<file path="src/rtl/hazard_pkg.sv">
// Shared FSM state type and constants for the pipeline hazard controller.
package hazard_pkg;

  typedef enum logic [1:0] {
    ST_IDLE    = 2'd0,
    ST_LU_WAIT = 2'd1,
    ST_MD_WAIT = 2'd2
  } hz_state_e;

  localparam int REG_AW_DEF = 5;
  localparam int ZERO_REG   = 0;
  localparam int LU_CNT_W   = 3;
  localparam int MD_CNT_W   = 5;

endpackage

</file>
<file path="src/rtl/hazard_stall_cnt.sv">
// Loadable down-counter that stops at zero and flags it; used for both the
// load-use and mul/div countdowns.
module hazard_stall_cnt #(
  parameter int W = 3
) (
  input  logic         clk,
  input  logic         rst_n,
  input  logic         load,
  input  logic [W-1:0] load_val,
  output logic [W-1:0] cnt,
  output logic         zero
);

  always_ff @(posedge clk or negedge rst_n) begin
    if (!rst_n) begin
      cnt <= '0;
    end else if (load) begin
      cnt <= load_val;
    end else if (cnt != '0) begin
      cnt <= cnt - W'(1);
    end
  end

  assign zero = (cnt == '0);

endmodule

</file>
<file path="src/rtl/pipeline_hazard_ctrl.sv">
// Load-use / branch-operand / mul-div hazard controller with stall and flush.
// Optional macro HAZARD_PERF_CNT_EN adds saturating stall/flush counters.
//
//   state      | meaning
//   -----------+------------------------------------------------------
//   ST_IDLE    | no multi-cycle stall pending; hazards detected here
//   ST_LU_WAIT | remaining load-use bubbles after the detection cycle
//   ST_MD_WAIT | ID waits on HI/LO while the mul/div unit is busy
module pipeline_hazard_ctrl
  import hazard_pkg::*;
#(
  parameter int REG_AW   = REG_AW_DEF,
  parameter int LU_STALL = 1,
  parameter int MD_LAT   = 4
) (
  input  logic              clk,
  input  logic              rst_n,
  input  logic              id_ex_mem_read,
  input  logic              ex_mem_mem_read,
  input  logic [REG_AW-1:0] id_ex_rt,
  input  logic [REG_AW-1:0] ex_mem_rt,
  input  logic [REG_AW-1:0] if_id_rs,
  input  logic [REG_AW-1:0] if_id_rt,
  input  logic              if_id_uses_rt,
  input  logic              br,
  input  logic              cmp_in,
  input  logic              jump,
  input  logic              md_start,
  input  logic              if_id_reads_hilo,
  output logic              if_id_wr_en,
  output logic              pc_wr_en,
  output logic              nop_flag,
  output logic              flush_flag,
  output logic              md_busy
`ifdef HAZARD_PERF_CNT_EN
  ,
  output logic [31:0]       stall_cnt,
  output logic [31:0]       flush_cnt
`endif
);

  localparam logic [REG_AW-1:0]   ZERO_R  = REG_AW'(ZERO_REG);
  localparam logic [LU_CNT_W-1:0] LU_LOAD = LU_CNT_W'(LU_STALL - 1);
  localparam logic [MD_CNT_W-1:0] MD_LOAD = MD_CNT_W'(MD_LAT - 1);

  hz_state_e             state_q, state_d;
  logic                  armed_q;
  logic                  br_hold_q;
  logic [LU_CNT_W-1:0]   lu_cnt;
  logic                  lu_zero;
  logic [MD_CNT_W-1:0]   md_cnt;
  logic                  md_zero;
  logic                  lu_hz, br_hz, md_hz, stall;
  logic                  md_load;

  // armed_q keeps hazard detection off until the first edge after reset
  assign lu_hz = armed_q && (state_q != ST_LU_WAIT) && id_ex_mem_read &&
                 (id_ex_rt != ZERO_R) &&
                 ((id_ex_rt == if_id_rs) || (if_id_uses_rt && (id_ex_rt == if_id_rt)));

  // br_hold_q limits a branch-operand stall to one cycle even if inputs linger
  assign br_hz = armed_q && !br_hold_q && br && ex_mem_mem_read &&
                 (ex_mem_rt != ZERO_R) &&
                 ((ex_mem_rt == if_id_rs) || (ex_mem_rt == if_id_rt));

  assign md_busy = !md_zero;
  assign md_hz   = armed_q && md_busy && if_id_reads_hilo;
  assign md_load = armed_q && md_start && md_zero;

  assign stall = lu_hz || (state_q == ST_LU_WAIT) || br_hz || md_hz;

  assign if_id_wr_en = !stall;
  assign pc_wr_en    = !stall;
  assign nop_flag    = stall;
  assign flush_flag  = armed_q && !stall && ((br && cmp_in) || jump);

  hazard_stall_cnt #(.W(LU_CNT_W)) u_lu_cnt (
    .clk      (clk),
    .rst_n    (rst_n),
    .load     (lu_hz),
    .load_val (LU_LOAD),
    .cnt      (lu_cnt),
    .zero     (lu_zero)
  );

  hazard_stall_cnt #(.W(MD_CNT_W)) u_md_cnt (
    .clk      (clk),
    .rst_n    (rst_n),
    .load     (md_load),
    .load_val (MD_LOAD),
    .cnt      (md_cnt),
    .zero     (md_zero)
  );

  // Load-use outranks mul/div; a state is kept only while its stall continues next cycle
  always_comb begin
    state_d = ST_IDLE;
    if ((lu_hz && (LU_STALL > 1)) ||
        ((state_q == ST_LU_WAIT) && !lu_zero && (lu_cnt != LU_CNT_W'(1)))) begin
      state_d = ST_LU_WAIT;
    end else if (md_hz && (md_cnt > MD_CNT_W'(1))) begin
      state_d = ST_MD_WAIT;
    end
  end

  always_ff @(posedge clk or negedge rst_n) begin
    if (!rst_n) begin
      state_q   <= ST_IDLE;
      armed_q   <= 1'b0;
      br_hold_q <= 1'b0;
    end else begin
      state_q   <= state_d;
      armed_q   <= 1'b1;
      br_hold_q <= br_hz;
    end
  end

`ifdef HAZARD_PERF_CNT_EN
  always_ff @(posedge clk or negedge rst_n) begin
    if (!rst_n) begin
      stall_cnt <= '0;
      flush_cnt <= '0;
    end else begin
      if (stall && (stall_cnt != '1)) stall_cnt <= stall_cnt + 32'd1;
      if (flush_flag && (flush_cnt != '1)) flush_cnt <= flush_cnt + 32'd1;
    end
  end
`endif

endmodule
</file>
<file path="config.mk">
export PLATFORM = sky130hd
export DESIGN_NAME = pipeline_hazard_ctrl
export DESIGN_NICKNAME = d
export VERILOG_FILES = /design/src/rtl/hazard_pkg.sv /design/src/rtl/hazard_stall_cnt.sv /design/src/rtl/pipeline_hazard_ctrl.sv
export SDC_FILE = /design/constraint.sdc
export NUM_CORES = 1
export LEC_CHECK = 0
export ABC_AREA = 1
export BUFFER_PORTS_ARGS = -buffer_cell sky130_fd_sc_hd__buf_2
export CAP_MARGIN = 20
export CORE_AREA = 2 2 58 60
export CTS_BUF_LIST = sky130_fd_sc_hd__clkbuf_16
export DETAILED_ROUTE_END_ITERATION = 8
export DIE_AREA = 0 0 60 62
export SLEW_MARGIN = 20
export SYNTH_ARGS = -nofsm -noshare
export SYNTH_HDL_FRONTEND = slang
export SYNTH_SLANG_ARGS = --single-unit
export TNS_END_PERCENT = 20
</file>
<file path="constraint.sdc">
create_clock -name clk -period 1.45 [get_ports clk]
set_clock_uncertainty 0.2 [all_clocks]
set_input_delay 0.2175 -clock clk [delete_from_list [all_inputs] [get_ports clk]]
set_output_delay 0.2175 -clock clk [all_outputs]
set_load 0.03 [all_outputs]
</file>
# --- After elaboration in Yosys (flattened, before gate mapping) ---
# Index checks and enable logic that the tools add are counted.
op_classes:
  n_addsub: 2
  order_cmp: 1
  eq_ne: 7
  muxes: 6
  n_reduce_logical: 38
op_table:
  columns: ["operator", "count"]
  rows:
  - ["equality test 5 bit", 4]
  - ["logical AND 1 bit", 20]
  - ["nonzero test 5 bit", 3]
  - ["2-to-1 mux 5 bit", 2]
  - ["logical OR 1 bit", 6]
  - ["2-to-1 mux 3 bit", 2]
  - ["> comparator 5 x 1 -> 1 bit (second input constant)", 1]
  - ["zero test 5 bit", 1]
  - ["subtractor 5 x 1 -> 5 bit (second input constant)", 1]
  - ["zero test 1 bit", 4]
  - ["2-to-1 mux 2 bit", 2]
  - ["nonzero test 2 bit", 2]
  - ["zero test 3 bit", 1]
  - ["inequality test 3 x 1 -> 1 bit (second input constant)", 1]
  - ["nonzero test 3 bit", 1]
  - ["subtractor 3 x 1 -> 3 bit (second input constant)", 1]
  - ["equality test 2 x 1 -> 1 bit (second input constant)", 1]
  - ["inequality test 2 x 1 -> 1 bit (second input constant)", 1]
word_totals:
  regBits: 12
  inputBits: 30
  output_inout_bits: 5
  word_cells: 59

# --- Logic depth before layout (Yosys ltp) ---
depth:
  word_depth: 11
  depth_mapped: 10
  depth_no_buf: 9

# --- Modules after synthesis ---
# A second synthesis with hierarchy kept.
hier_totals:
  cells_unflattened: 194
  area_unflattened_um2: 1147.4
by_module_without_submodules:
  columns: ["module", "instances", "cells_each", "area_each_um2", "seq_area_each_um2"]
  rows:
  - ["pipeline_hazard_ctrl", 1, 123, 636.9, 100.1]
  - ["hazard_stall_cnt at u_md_cnt", 1, 39, 302.8, 125.1]
  - ["hazard_stall_cnt at u_lu_cnt", 1, 32, 207.7, 75.1]

# --- Least setup slack after synthesis ---
# No wires, ideal clock.
synth_timing:
  kind: "reg2out"
  start: "reg u_md_cnt.cnt[0]"
  end: "out pc_wr_en"
  arrival_time_ps: 1669
  t_required_ps: 1033
  slack_ps: -637
  path_stages_with_launch: 9
  n_path_buf: 1
  cell_sequence: "dfrtp_1 inv_1 ha_1 nand2_4 nand3_2 and2_4 nand3_4 inv_1 buf_4"
synth_between:
  elab_chain_len: 6
synth_lines:
  columns: ["item", "line", "rtl"]
  rows:
  - ["start, declared", "hazard_stall_cnt.sv:10", "output logic [W-1:0] cnt,"]
  - ["start signal, assigned", "hazard_stall_cnt.sv:18", "cnt <= load_val;"]
  - ["start signal, assigned", "hazard_stall_cnt.sv:20", "cnt <= cnt - W'(1);"]
  - ["zero test 5 bit", "hazard_stall_cnt.sv:24", "assign zero = (cnt == '0);"]
  - ["zero test 1 bit", "pipeline_hazard_ctrl.sv:66", "assign md_busy = !md_zero;"]
  - ["via md_busy", "pipeline_hazard_ctrl.sv:34", "output logic md_busy"]
  - ["logical AND 1 bit (2 in series)", "pipeline_hazard_ctrl.sv:67", "assign md_hz = armed_q && md_busy && if_id_reads_hilo;"]
  - ["logical OR 1 bit", "pipeline_hazard_ctrl.sv:70", "assign stall = lu_hz || (state_q == ST_LU_WAIT) || br_hz || md_hz;"]
  - ["via nop_flag", "pipeline_hazard_ctrl.sv:32", "output logic nop_flag,"]
  - ["zero test 1 bit", null, null]
  - ["end, declared", "pipeline_hazard_ctrl.sv:31", "output logic pc_wr_en,"]
# The timed path passes the listed nets, and every way through them passes these cells.

# --- Worst setup path after layout ---
layout_timing:
  start: "reg u_md_cnt.cnt[3]"
  end: "out flush_flag"
layout_between:
  elab_chain_len: 8
layout_lines:
  columns: ["item", "line", "rtl"]
  rows:
  - ["zero test 5 bit", "hazard_stall_cnt.sv:24", null]
  - ["zero test 1 bit", "pipeline_hazard_ctrl.sv:66", null]
  - ["logical AND 1 bit (2 in series)", "pipeline_hazard_ctrl.sv:67", null]
  - ["logical OR 1 bit", "pipeline_hazard_ctrl.sv:70", null]
  - ["zero test 1 bit", "pipeline_hazard_ctrl.sv:75", "assign flush_flag = armed_q && !stall && ((br && cmp_in) || jump);"]
  - ["logical AND 1 bit (2 in series)", "pipeline_hazard_ctrl.sv:75", null]
  - ["end, declared", "pipeline_hazard_ctrl.sv:33", "output logic flush_flag,"]
# No other way between the ends.

==> metrics <==
status finished, violations left; failing checks negative setup slack; Slowest Stage Delay on Critical Path 0.37 ns; Tot GR Track Use between 10% and 20%; clock sink total 12; post-synthesis average cell area 6.45 um^2; Critical Path End Type primary output; startpoint class of the critical path flop; starting utilization of the core area 33.3%; Clock Pin Slew Worst Setup and Hold Paths 0.05 ns; utilization of the core after routing 48.9%; Layout area overhead 46.8%; number of storage elements in the synthesis netlist 12; buffer count from post-CTS setup fixing 0; post-layout instance count excluding filler cells 264; maximum level of the CTS H-tree 1; Max Cap Violations 0; detailed-route wire length approximately 2500 um; master cell of the clock root buffer clkbuf_16; minimum clock period after layout 1.90 ns; wire length of the first global-routing pass 3870 um; gp weighted congestion 0.922; boundary pin count 35; share of the synthesized area in the top cell type 28.4%; areal power density over the cells around 1200 nW/um^2; drt via density approximately 4.2; part of the Yosys area used for sequential elements 28.4%; RSZ-0062 raised after global routing true; share of async-settable or async-resettable flops after synthesis 100%; total power after layout 1.85 mW; Worst path slowest cell dfrtp_1; clock buffer count from CTS 3; data arrival time at the worst-slack endpoint 1.48 ns; critical path data required time 1.03 ns; Fin Hold WS 0.0345 ns; aggregate negative setup slack -2.03 ns; CP Cell Sequence inv_2 > nand2_4 > nor2_4 > nand2_8 > nand3_2 > and2_4 > nand3_4 > nor2_2 > buf_6; clock latency of the later-clocked register in the worst-skew pair ~0.25 ns; Remaining Overflow, GRT 0; top cells by area, synth dfrtp_1, nand2_1, inv_1; placed standard-cell area 1420 um^2; post-synth design cell area around 1100 um^2; portion of the clock cycle consumed by the worst path in the final layout 131%; prevailing post-synth register cell dfrtp_1; maximum fanout count along the critical path 3; placement-stage worst setup slack -0.230 ns; crit path buf inv count 2; total of fill cells in the finished design roughly 320; EDFF count, synth 0; antenna violations before repair 0; class of the tightest hold or removal check input port to flop; PortBufs 34; Yosys top cell by area dfrtp_1; NumNets Final 255; number of endpoints with negative hold slack in the final report 0; maximum achievable frequency 0.526 GHz; multi-input combinational cell area roughly 660 um^2; cell types with the highest counts after synthesis nand2_1, inv_1, nor2_1; Core Region 3180 um^2; vias in the first global route 1005; worst setup slack after layout -0.452 ns; clock tree from TritonCTS built; number of iterations in the first detailed-routing pass 4; clock tree buffer depth 2; yosys synthesis warning count 0; violation count after the first detailed-routing iteration 55; number of distinct library cells after synthesis 27; Pins Over Slew Limit 0; detailed-route via count 1113; cell area after layout 1550 um^2; most frequent cell after synthesis nand2_1; Routed WL per cell 9.40 um; Setup Viol. Count Final 6; LEAKAGE 0.903 nW; die area between 3000 and 4000 um^2; Rows 21; post-synth net total 200; cell total after placement 259; Die Width 60 um; area taken by flip-flops and latches 300 um^2; placed wire-length estimate 2010 um; share of post-route cells with drive strength above 1 about a third; Crit Path Class flop to primary output; chip height 62 um; peak ir drop on the vdd network 815 uV; Post-Syn Instances 164; remaining antenna violation count after routing 0; critical path's top delay family simple AND/OR/NAND/NOR gates; count of unresolved DRC violations after routing 0; number of antenna diodes 0; maximum number of pins on one net before global-route repair 13
## cell families after synthesis
| kind of cell | synth area share [%] |
|---|---|
| XOR/XNOR | 4.97 |
| AND/OR/NAND/NOR | 41.0 |
| other | 0.354 |
| AO/OA/AOI/OAI | 5.44 |
| buffers and inverters | 12.8 |
| flip-flops | 28.4 |
| adder cells (fa/ha/maj) | 7.09 |
## final timing paths
path,start,to,slack [ns],depth (start not counted)
min,if_id_reads_hilo,state_q[1],0.03,3
max in group asynchronous,rst_n,u_lu_cnt.cnt[1],0.63,2
max,u_md_cnt.cnt[3],flush_flag,-0.45,9
max reg2reg,u_md_cnt.cnt[1],u_md_cnt.cnt[4],-0.09,6
min reg2reg,u_md_cnt.cnt[1],u_md_cnt.cnt[1],0.28,2
min in group asynchronous,rst_n,u_md_cnt.cnt[1],0.19,2
## state kept, by name, summed over array words and instances (netlist names)
name and count:
state_q 2, u_lu_cnt.cnt 3, br_hold_q 1, u_md_cnt.cnt 5, armed_q 1
## cell type report
type	instances	share of cell area (%)
inverters	34	8.45
repair buffers	51	20.9
multi-input cells	117	42.5
clock buffers	3	4.83
well taps	46	3.70
clock inverters	1	0.242
flip-flops and latches	12	19.3
## tightest hold or removal path, delay by kind of cell
| kind | cells | cell delay (ns) |
|---|---|---|
| buffers and inverters | 1 | 0.11 |
| AND/OR/NAND/NOR | 2 | 0.11 |
## routing by layer
| metal | GRT usage (%) | routed length (um) |
|---|---|---|
| met2 | 26.2 | 1240 |
| met3 | 2.69 | 126 |
| met1 | 15.0 | 1060 |
| met4 | 7.62 | 52 |
| met5 | 0 | 0 |
## repair_timing
item	CTS	global route
hold buffers	1	0
hold endpoints to repair	12	0
gates resized for setup	9	3
setup endpoints to repair	7	9
## cell usage in the layout (no fill, tap or decap), types with 2 or more instances in the layout
| cell | netlist | final |
|---|---|---|
| nand2_1 | 52 | 52 |
| buf_2 | 0 | 30 |
| inv_1 | 30 | 28 |
| nor2_1 | 18 | 18 |
| buf_4 | 1 | 16 |
| dfrtp_1 | 12 | 12 |
| nand3_1 | 8 | 8 |
| inv_2 | 4 | 5 |
| nand4_1 | 5 | 5 |
| ha_1 | 6 | 5 |
| buf_6 | 0 | 4 |
| xor2_1 | 3 | 3 |
| xnor2_1 | 3 | 3 |
| o21ai_0 | 4 | 3 |
| clkbuf_16 | 0 | 3 |
| a21oi_1 | 3 | 2 |
## report_power, final
| group | total [mW] | switching, mW | internal (mW) | leakage, nW |
|---|---|---|---|---|
| registers | 0.459 | 0.0409 | 0.418 | 0.154 |
| clock network | 0.520 | 0.155 | 0.364 | 0.0385 |
| logic | 0.872 | 0.464 | 0.408 | 0.710 |
| total | 1.85 | 0.660 | 1.19 | 0.903 |
Power figures use the tool's default switching activity.
